$ cat src/rtl/hrm_io_ctrl.sv
// Host I/O controller for the hrmcpu INBOX/OUTBOX: round-robin inbox arbiter and gapped outbox drain.
// Optional debug step control is enabled with `define HRM_IO_STEP_EN.
module hrm_io_ctrl #(
  parameter int DATA_W      = 8,
  parameter int OUT_POP_GAP = 1
) (
  input  logic              clk,
  input  logic              i_rst,
  input  logic              a_valid,
  input  logic [DATA_W-1:0] a_data,
  output logic              a_ready,
  input  logic              b_valid,
  input  logic [DATA_W-1:0] b_data,
  output logic              b_ready,
  output logic [DATA_W-1:0] cpu_in_data,
  output logic              cpu_in_wr,
  input  logic              cpu_in_full,
  input  logic [DATA_W-1:0] cpu_out_data,
  input  logic              cpu_out_empty,
  output logic              cpu_out_rd,
  output logic              o_valid,
  output logic [DATA_W-1:0] o_data,
  input  logic              o_ready,
  input  logic              dbg_mode,
  input  logic              dbg_step,
  output logic              cpu_debug,
  output logic              cpu_nxtInstr
);

  typedef enum logic {O_IDLE, O_GAP} o_state_t;

  localparam logic [3:0] GAP_LD = 4'(OUT_POP_GAP);

  logic     grant_ok;
  logic     last_b;
  logic     a_acc;
  logic     b_acc;
  o_state_t o_state;
  o_state_t o_state_nxt;
  logic [3:0] gap_cnt;
  logic [3:0] gap_cnt_nxt;
  logic     pop;

  // Inbox arbitration: the cycle after a write is always blocked so a full flag
  // raised by that write is seen before the next grant.
  assign grant_ok = ~cpu_in_full & ~cpu_in_wr;
  assign a_ready  = grant_ok & a_valid & (~b_valid | last_b);
  assign b_ready  = grant_ok & b_valid & (~a_valid | ~last_b);
  assign a_acc    = a_valid & a_ready;
  assign b_acc    = b_valid & b_ready;

  always_ff @(posedge clk or posedge i_rst) begin
    if (i_rst) begin
      cpu_in_wr   <= 1'b0;
      cpu_in_data <= '0;
      last_b      <= 1'b1;
    end else begin
      cpu_in_wr <= a_acc | b_acc;
      if (a_acc) begin
        cpu_in_data <= a_data;
        last_b      <= 1'b0;
      end else if (b_acc) begin
        cpu_in_data <= b_data;
        last_b      <= 1'b1;
      end
    end
  end

  // Outbox drain FSM
  always_ff @(posedge clk or posedge i_rst) begin
    if (i_rst) begin
      o_state <= O_IDLE;
      gap_cnt <= '0;
    end else begin
      o_state <= o_state_nxt;
      gap_cnt <= gap_cnt_nxt;
    end
  end

  always_comb begin
    o_state_nxt = o_state;
    gap_cnt_nxt = gap_cnt;
    pop         = 1'b0;
    case (o_state)
      O_IDLE: begin
        if (~cpu_out_empty && (~o_valid || o_ready)) begin
          pop         = 1'b1;
          gap_cnt_nxt = GAP_LD;
          o_state_nxt = O_GAP;
        end
      end
      O_GAP: begin
        gap_cnt_nxt = gap_cnt - 4'd1;
        if (gap_cnt <= 4'd1) o_state_nxt = O_IDLE;
      end
      default: o_state_nxt = O_IDLE;
    endcase
  end

  // Output register: a pop in the same cycle as a handshake refills it.
  always_ff @(posedge clk or posedge i_rst) begin
    if (i_rst) begin
      cpu_out_rd <= 1'b0;
      o_valid    <= 1'b0;
      o_data     <= '0;
    end else begin
      cpu_out_rd <= pop;
      if (pop) begin
        o_data  <= cpu_out_data;
        o_valid <= 1'b1;
      end else if (o_valid && o_ready) begin
        o_valid <= 1'b0;
      end
    end
  end

`ifdef HRM_IO_STEP_EN
  logic [2:0] step_sync;

  // Two-flop synchroniser plus one edge-detect flop; steps only pass in debug mode.
  always_ff @(posedge clk or posedge i_rst) begin
    if (i_rst) begin
      step_sync    <= '0;
      cpu_debug    <= 1'b0;
      cpu_nxtInstr <= 1'b0;
    end else begin
      step_sync    <= {step_sync[1:0], dbg_step};
      cpu_debug    <= dbg_mode;
      cpu_nxtInstr <= step_sync[1] & ~step_sync[2] & cpu_debug;
    end
  end
`else
  logic unused_dbg;
  assign unused_dbg   = dbg_mode ^ dbg_step;
  assign cpu_debug    = 1'b0;
  assign cpu_nxtInstr = 1'b0;
`endif

endmodule

$ cat config.mk
export PLATFORM = sky130hd
export DESIGN_NAME = hrm_io_ctrl
export DESIGN_NICKNAME = d
export VERILOG_FILES = /design/src/rtl/hrm_io_ctrl.sv
export SDC_FILE = /design/constraint.sdc
export NUM_CORES = 1
export LEC_CHECK = 0
export ABC_AREA = 1
export BUFFER_PORTS_ARGS = -buffer_cell sky130_fd_sc_hd__buf_2
export CAP_MARGIN = 20
export CORE_AREA = 2 2 54 56
export DETAILED_ROUTE_END_ITERATION = 12
export DIE_AREA = 0 0 56 58
export PLACE_DENSITY = 0.83
export REMOVE_ABC_BUFFERS = 1
export SYNTH_ARGS = -nofsm -noshare
export SYNTH_HDL_FRONTEND = slang
export SYNTH_SLANG_ARGS = --single-unit
export TNS_END_PERCENT = 5
$ cat constraint.sdc
create_clock -name clk -period 2.1 [get_ports clk]
set_clock_uncertainty 0.1 [all_clocks]
set_input_delay 0 -clock clk [delete_from_list [all_inputs] [get_ports clk]]
set_output_delay 0 -clock clk [all_outputs]
set_load 0.02 [all_outputs]
Yosys cells after proc, flatten, opt, wreduce, memory -nomap -nowiden
Index checks and enable logic that the tools add are counted.
{"block": "classes", "mux": 12, "n_reduce_logical": 5, "eq_ne": 1, "add_sub_neg": 1, "n_bitwise": 18, "n_lt_le_gt_ge": 1}
{"operator": "$mux 8", "count": 2}
{"operator": "$not 1->1", "count": 8}
{"operator": "$pmux 4 s2", "count": 1}
{"operator": "$and 1x1->1", "count": 7}
{"operator": "$mux 1", "count": 7}
{"operator": "$le 4x1->1 const B", "count": 1}
{"operator": "$mux 4", "count": 1}
{"operator": "$reduce_bool 2->1", "count": 2}
{"operator": "$sub 4x1->4 const B", "count": 1}
{"operator": "$or 1x1->1", "count": 3}
{"operator": "$logic_and 1x1->1", "count": 2}
{"operator": "$ne 2x2->1 const B", "count": 1}
{"operator": "$pmux 1 s2", "count": 1}
{"operator": "$logic_or 1x1->1", "count": 1}
{"block": "totals", "elab_cells": 46, "out_inout_bits": 23, "in_bits": 33, "regBits": 25}

Longest topological paths before layout
{"block": "logic_depth", "word_depth": 7, "ltp_mapped": 7, "mapped_depth_nobuf": 7}

Least setup slack after synthesis
No wires, ideal clock.
{"block": "synth_timing", "kind": "reg-to-reg", "from": "register cpu_in_wr", "to": "register cpu_in_data[0]", "n_path_buf": 0, "stages_incl_launch_ff": 7, "setup_time_ps": 117, "slack_ps": 743, "period_less_slack_ps": 1357, "arrival_time_ps": 1139, "required_ps": 1883, "cell_sequence": "dfrtp_1 -> nor2_8 -> nand3_2 -> nand2_8 -> inv_6 -> nand2_1 -> nand2_1"}
{"block": "synth_via", "elab_chain_len": 6, "word_cells_on_any_way": 10, "cone_classes": "1 x mux; 8 x bitwise; 1 x reduce/logical"}
{"item": "from (decl)", "line_no": "16", "rtl": "output logic cpu_in_wr,"}
{"item": "from (signal assigned)", "line_no": "58", "rtl": "cpu_in_wr <= a_acc | b_acc;"}
{"item": "$not 1->1 *", "line_no": "46", "rtl": "assign grant_ok = ~cpu_in_full & ~cpu_in_wr;"}
{"item": "$and 1x1->1 *", "line_no": "46"}
{"item": "$and 1x1->1 (on tied branches) (2 in series)", "line_no": "47, 48"}
{"item": "$and 1x1->1 (on tied branches)", "line_no": "49, 50"}
{"item": "$mux 8 / $reduce_bool 2->1 (equally long branches)"}
{"item": "to (signal assigned)", "line_no": "60", "rtl": "cpu_in_data <= a_data;"}
{"item": "to (signal assigned)", "line_no": "63", "rtl": "cpu_in_data <= b_data;"}
{"item": "to (decl)", "line_no": "15", "rtl": "output logic [DATA_W-1:0] cpu_in_data,"}
Every way passes the cells marked *; elsewhere a longest branch is shown, timed or not.
A chain may end at the register's enable or synchronous reset.

Worst setup path after layout
{"block": "layout_timing", "from": "register last_b", "to": "register cpu_in_data[6]"}
{"block": "layout_via", "elab_chain_len": 5, "word_cells_on_any_way": 9, "cone_classes": "1 x mux; 7 x bitwise; 1 x reduce/logical"}
{"item": "from (decl)", "line_no": "35", "rtl": "logic last_b;"}
{"item": "from (signal assigned)", "line_no": "56", "rtl": "last_b <= 1'b1;"}
{"item": "from (signal assigned)", "line_no": "61", "rtl": "last_b <= 1'b0;"}
{"item": "from (signal assigned)", "line_no": "64", "rtl": "last_b <= 1'b1;"}
{"item": "$not 1->1", "line_no": "48", "rtl": "assign b_ready = grant_ok & b_valid & (~a_valid | ~last_b);"}
{"item": "$or 1x1->1", "line_no": "48"}
{"item": "$and 1x1->1", "line_no": "48"}
{"item": "$and 1x1->1", "line_no": "50", "rtl": "assign b_acc = b_valid & b_ready;"}
{"item": "$reduce_bool 2->1 (no source line)"}
Several ways; a longest one is shown, not always the timed one.

==> reports/results.tsv <==
stage	metric	value	unit
drt	dr.first_iter.drc_count	50	
placement	dp_cells	228	
floorplan	rows	19	
global_routing	grt_pass1_vias	1192	
floorplan	boundaryPins	56	
synthesis	ys_top_cells_by_area	dfrtp_1 48%, nand2_1 16%, inv_1 7.7%, nand3_2 6.3%, nand4_1 4.5%	
global_routing	grt_max_degree	26	
min_path	min_to	last_b	
synthesis	syn_inst	147	
timing	hold_violations	0	
floorplan	die_area	0.00325	mm^2
synthesis	avgSynthCellArea	8.58	um^2
finish	area_delta_synth_final	46.9	%
min_path	hold_path.class	input port to flip-flop	
flow_run	maxCapViolations	0	
global_routing	antenna_found_initial	0	
clock_network	cts_setup_buffers	0	
worst_setup_path	cp_data_required_time	2.25	ns
floorplan	die_h	58	um
timing	period_minus_slack	1.96	ns
clock_network	numCtsBuffers	3	
clock_network	cts_buffer_depth	2	
timing	setup_ws	0.141	ns
worst_setup_path	r2r-start	last_b	
global_routing	grt-ovfl-total	0	
synthesis	synth.distinct_cells	22	
clock_network	insertion_delay	0.30	ns
finish	final_area	0.00185	mm^2
timing	rsz0062_at_grt	false	
floorplan	core_area	0.00266	mm^2
global_routing	track_usage	19.5	%
finish	layoutNonFillerInstCount	260	
synthesis	synthFlopType	dfrtp_1	
worst_setup_path	crit_chain	inv_1 > nand2_2 > nand3_4 > nand2_8 > nand3_2 > dlygate4sd3_1 > nand2_1	
synthesis	seq_area_frac_synth	49.7	%
placement	place.gp.congestion	0.809	
worst_setup_path	cp_max_fo	10	
finish	finish.utilization	69.6	%
min_path	hold_path_depth	4	
synthesis	synth_top_area_cell	dfrtp_1	
power	total_leakage_power	1.05	nW
clock_network	cts_tree	done	
global_routing	grt_pass1_wl	4950	um
worst_setup_path	crit_slowest_cell	dlygate4sd3_1	
drt	drtAntennaViolNets	0	
timing	fin_tns_setup	0	ns
drt	vias_per_cell	4.58	
worst_setup_path	max_stage_delay	0.56	ns
synthesis	ys_top_cells_by_count	54 x nand2_1, 26 x inv_1, 24 x dfrtp_1	
power	powerDensity	1030	mW/mm^2
drt	drt-pass1-iter-count	4	
worst_setup_path	end_kind	flip-flop	
drt	vias	1192	
worst_setup_path	r2r_cells	7	
worst_setup_path	cp.arrival	2.11	ns
placement	dp_hpwl	1880	um
finish	nets	265	
timing	finalSetupViolCount	0	
placement	post-place-ws	0.648	ns
drt	drcViolationCount	0	
synthesis	ys_warn_count	0	
drt	drt_wl_total	2900	um
timing	holdWs	0.0185	ns
clock_network	clk_pin_slew	0.12	ns
floorplan	fp.dieW	56	um
placement	placed_area	0.00155	mm^2
worst_setup_path	rrSetupSlack	0.14	ns
timing	drv_slew	0	
worst_setup_path	startpoint_type	flip-flop	
worst_setup_path	worstSetupPathType	flip-flop to flip-flop	
synthesis	synth_edf_count	0	
placement	portBuffers	51	
worst_setup_path	critPathBufInv	2	
timing	max_freq	0.511	GHz
power	power	1.90	mW
clock_network	ctsRootBufferMaster	clkbuf_4	
power	peakVddDrop	0.000665	V
synthesis	synth.most_common_cell	nand2_1	
synthesis	synth_top_area_share	47.6	%
synthesis	synth_async_sr_flop_share	100	%
worst_setup_path	cpLargestDelayFamily	simple AND/OR/NAND/NOR gates	
floorplan	start_util	47.4	%
synthesis	syn-cell-area	0.00126	mm^2
clock_network	cts.sinks	25	
drt	routedWlPerCell	11.1	um
clock_network	cts.htree.levels	1	
outcome	status	completed	
finish	drive_above_1_share	30.6	%
worst_setup_path	worst_r2r_endpoint	cpu_in_data[6]	
timing	post-route-period-util	93.3	%
synthesis	ys_ff_latch	25	
min_path	hp-start	cpu_in_full	
finish	diodes	0	
worst min-delay path, delay by kind of cell:
kind	cells	cell delay, ns
simple gates	2	0.19
compound gates	1	0.11
buf+inv	1	0.13
timing repair:
action	CTS	global route
hold buffers	28	0
gates resized for setup	0	0
endpoints found under the hold margin	47	0
routing by layer:
metal  global-route usage [%]  up-vias  wire, um
met1                     22.6      521      1210
met4                     6.80        0        30
met5                        0        -         0
met3                     3.13        4       190
met2                     36.6       48      1460
li1                         -      619         -
worst max path at each step:
stage / from / to / slack (ns) / cells after the start
after floorplan: o_valid / o_data[0] / 0.71 / 5
after global placement: last_b / cpu_in_data[6] / 0.67 / 7
after detailed placement: last_b / cpu_in_data[4] / 0.65 / 7
after CTS: last_b / cpu_in_data[6] / 0.14 / 7
after global routing: last_b / cpu_in_data[0] / 0.02 / 7
final: last_b / cpu_in_data[6] / 0.14 / 7
registers in the layout, indices dropped and copies added (netlist names):
name and count:
cpu_in_data 8, o_data 8, gap_cnt 4, cpu_in_wr 1, cpu_out_rd 1, last_b 1
o_state 1, o_valid 1
cell usage in the layout (no fill, tap or decap):
master	Yosys	routed
nor2_1	1	1
nand3_1	3	3
nor2_8	1	1
o22ai_1	2	2
dfstp_2	1	1
buf_2	1	51
dfrtp_1	24	24
o21ai_0	4	4
buf_4	3	2
nand3_4	1	1
nand2_8	1	1
dlygate4sd3_1	0	28
nand2_2	1	1
clkbuf_4	0	3
nand4_1	9	9
nand3_2	8	8
conb_1	1	2
inv_6	1	1
inv_1	26	26
xnor2_1	1	1
nand2_1	54	54
ha_1	2	2
clkinv_1	1	1
clkbuf_1	0	1
nor3_1	1	1
where the power goes:
part | switching, mW | internal (mW) | leakage, nW
logic | 0.563 | 0.340 | 0.729
clock network | 0.127 | 0.0740 | 0.0150
registers | 0.114 | 0.684 | 0.308
total | 0.803 | 1.10 | 1.05
cell type report:
class | instances | area, um^2
Multi-Input combinational cell | 91 | 500
Clock buffer | 4 | 26.3
Tap cell | 31 | 38.8
Timing Repair Buffer | 81 | 551
Sequential cell | 25 | 627
Fill cell | 207 | 810
Inverter | 28 | 110
cells by family after synthesis:
group	share of synthesized area, %
buf+inv	10.9
flops	49.7
fa+ha+maj	1.98
compound gates	2.58
other cells	0.297
simple gates	33.8
xor+xnor	0.695
No activity file was read; power rests on OpenSTA's default activity.
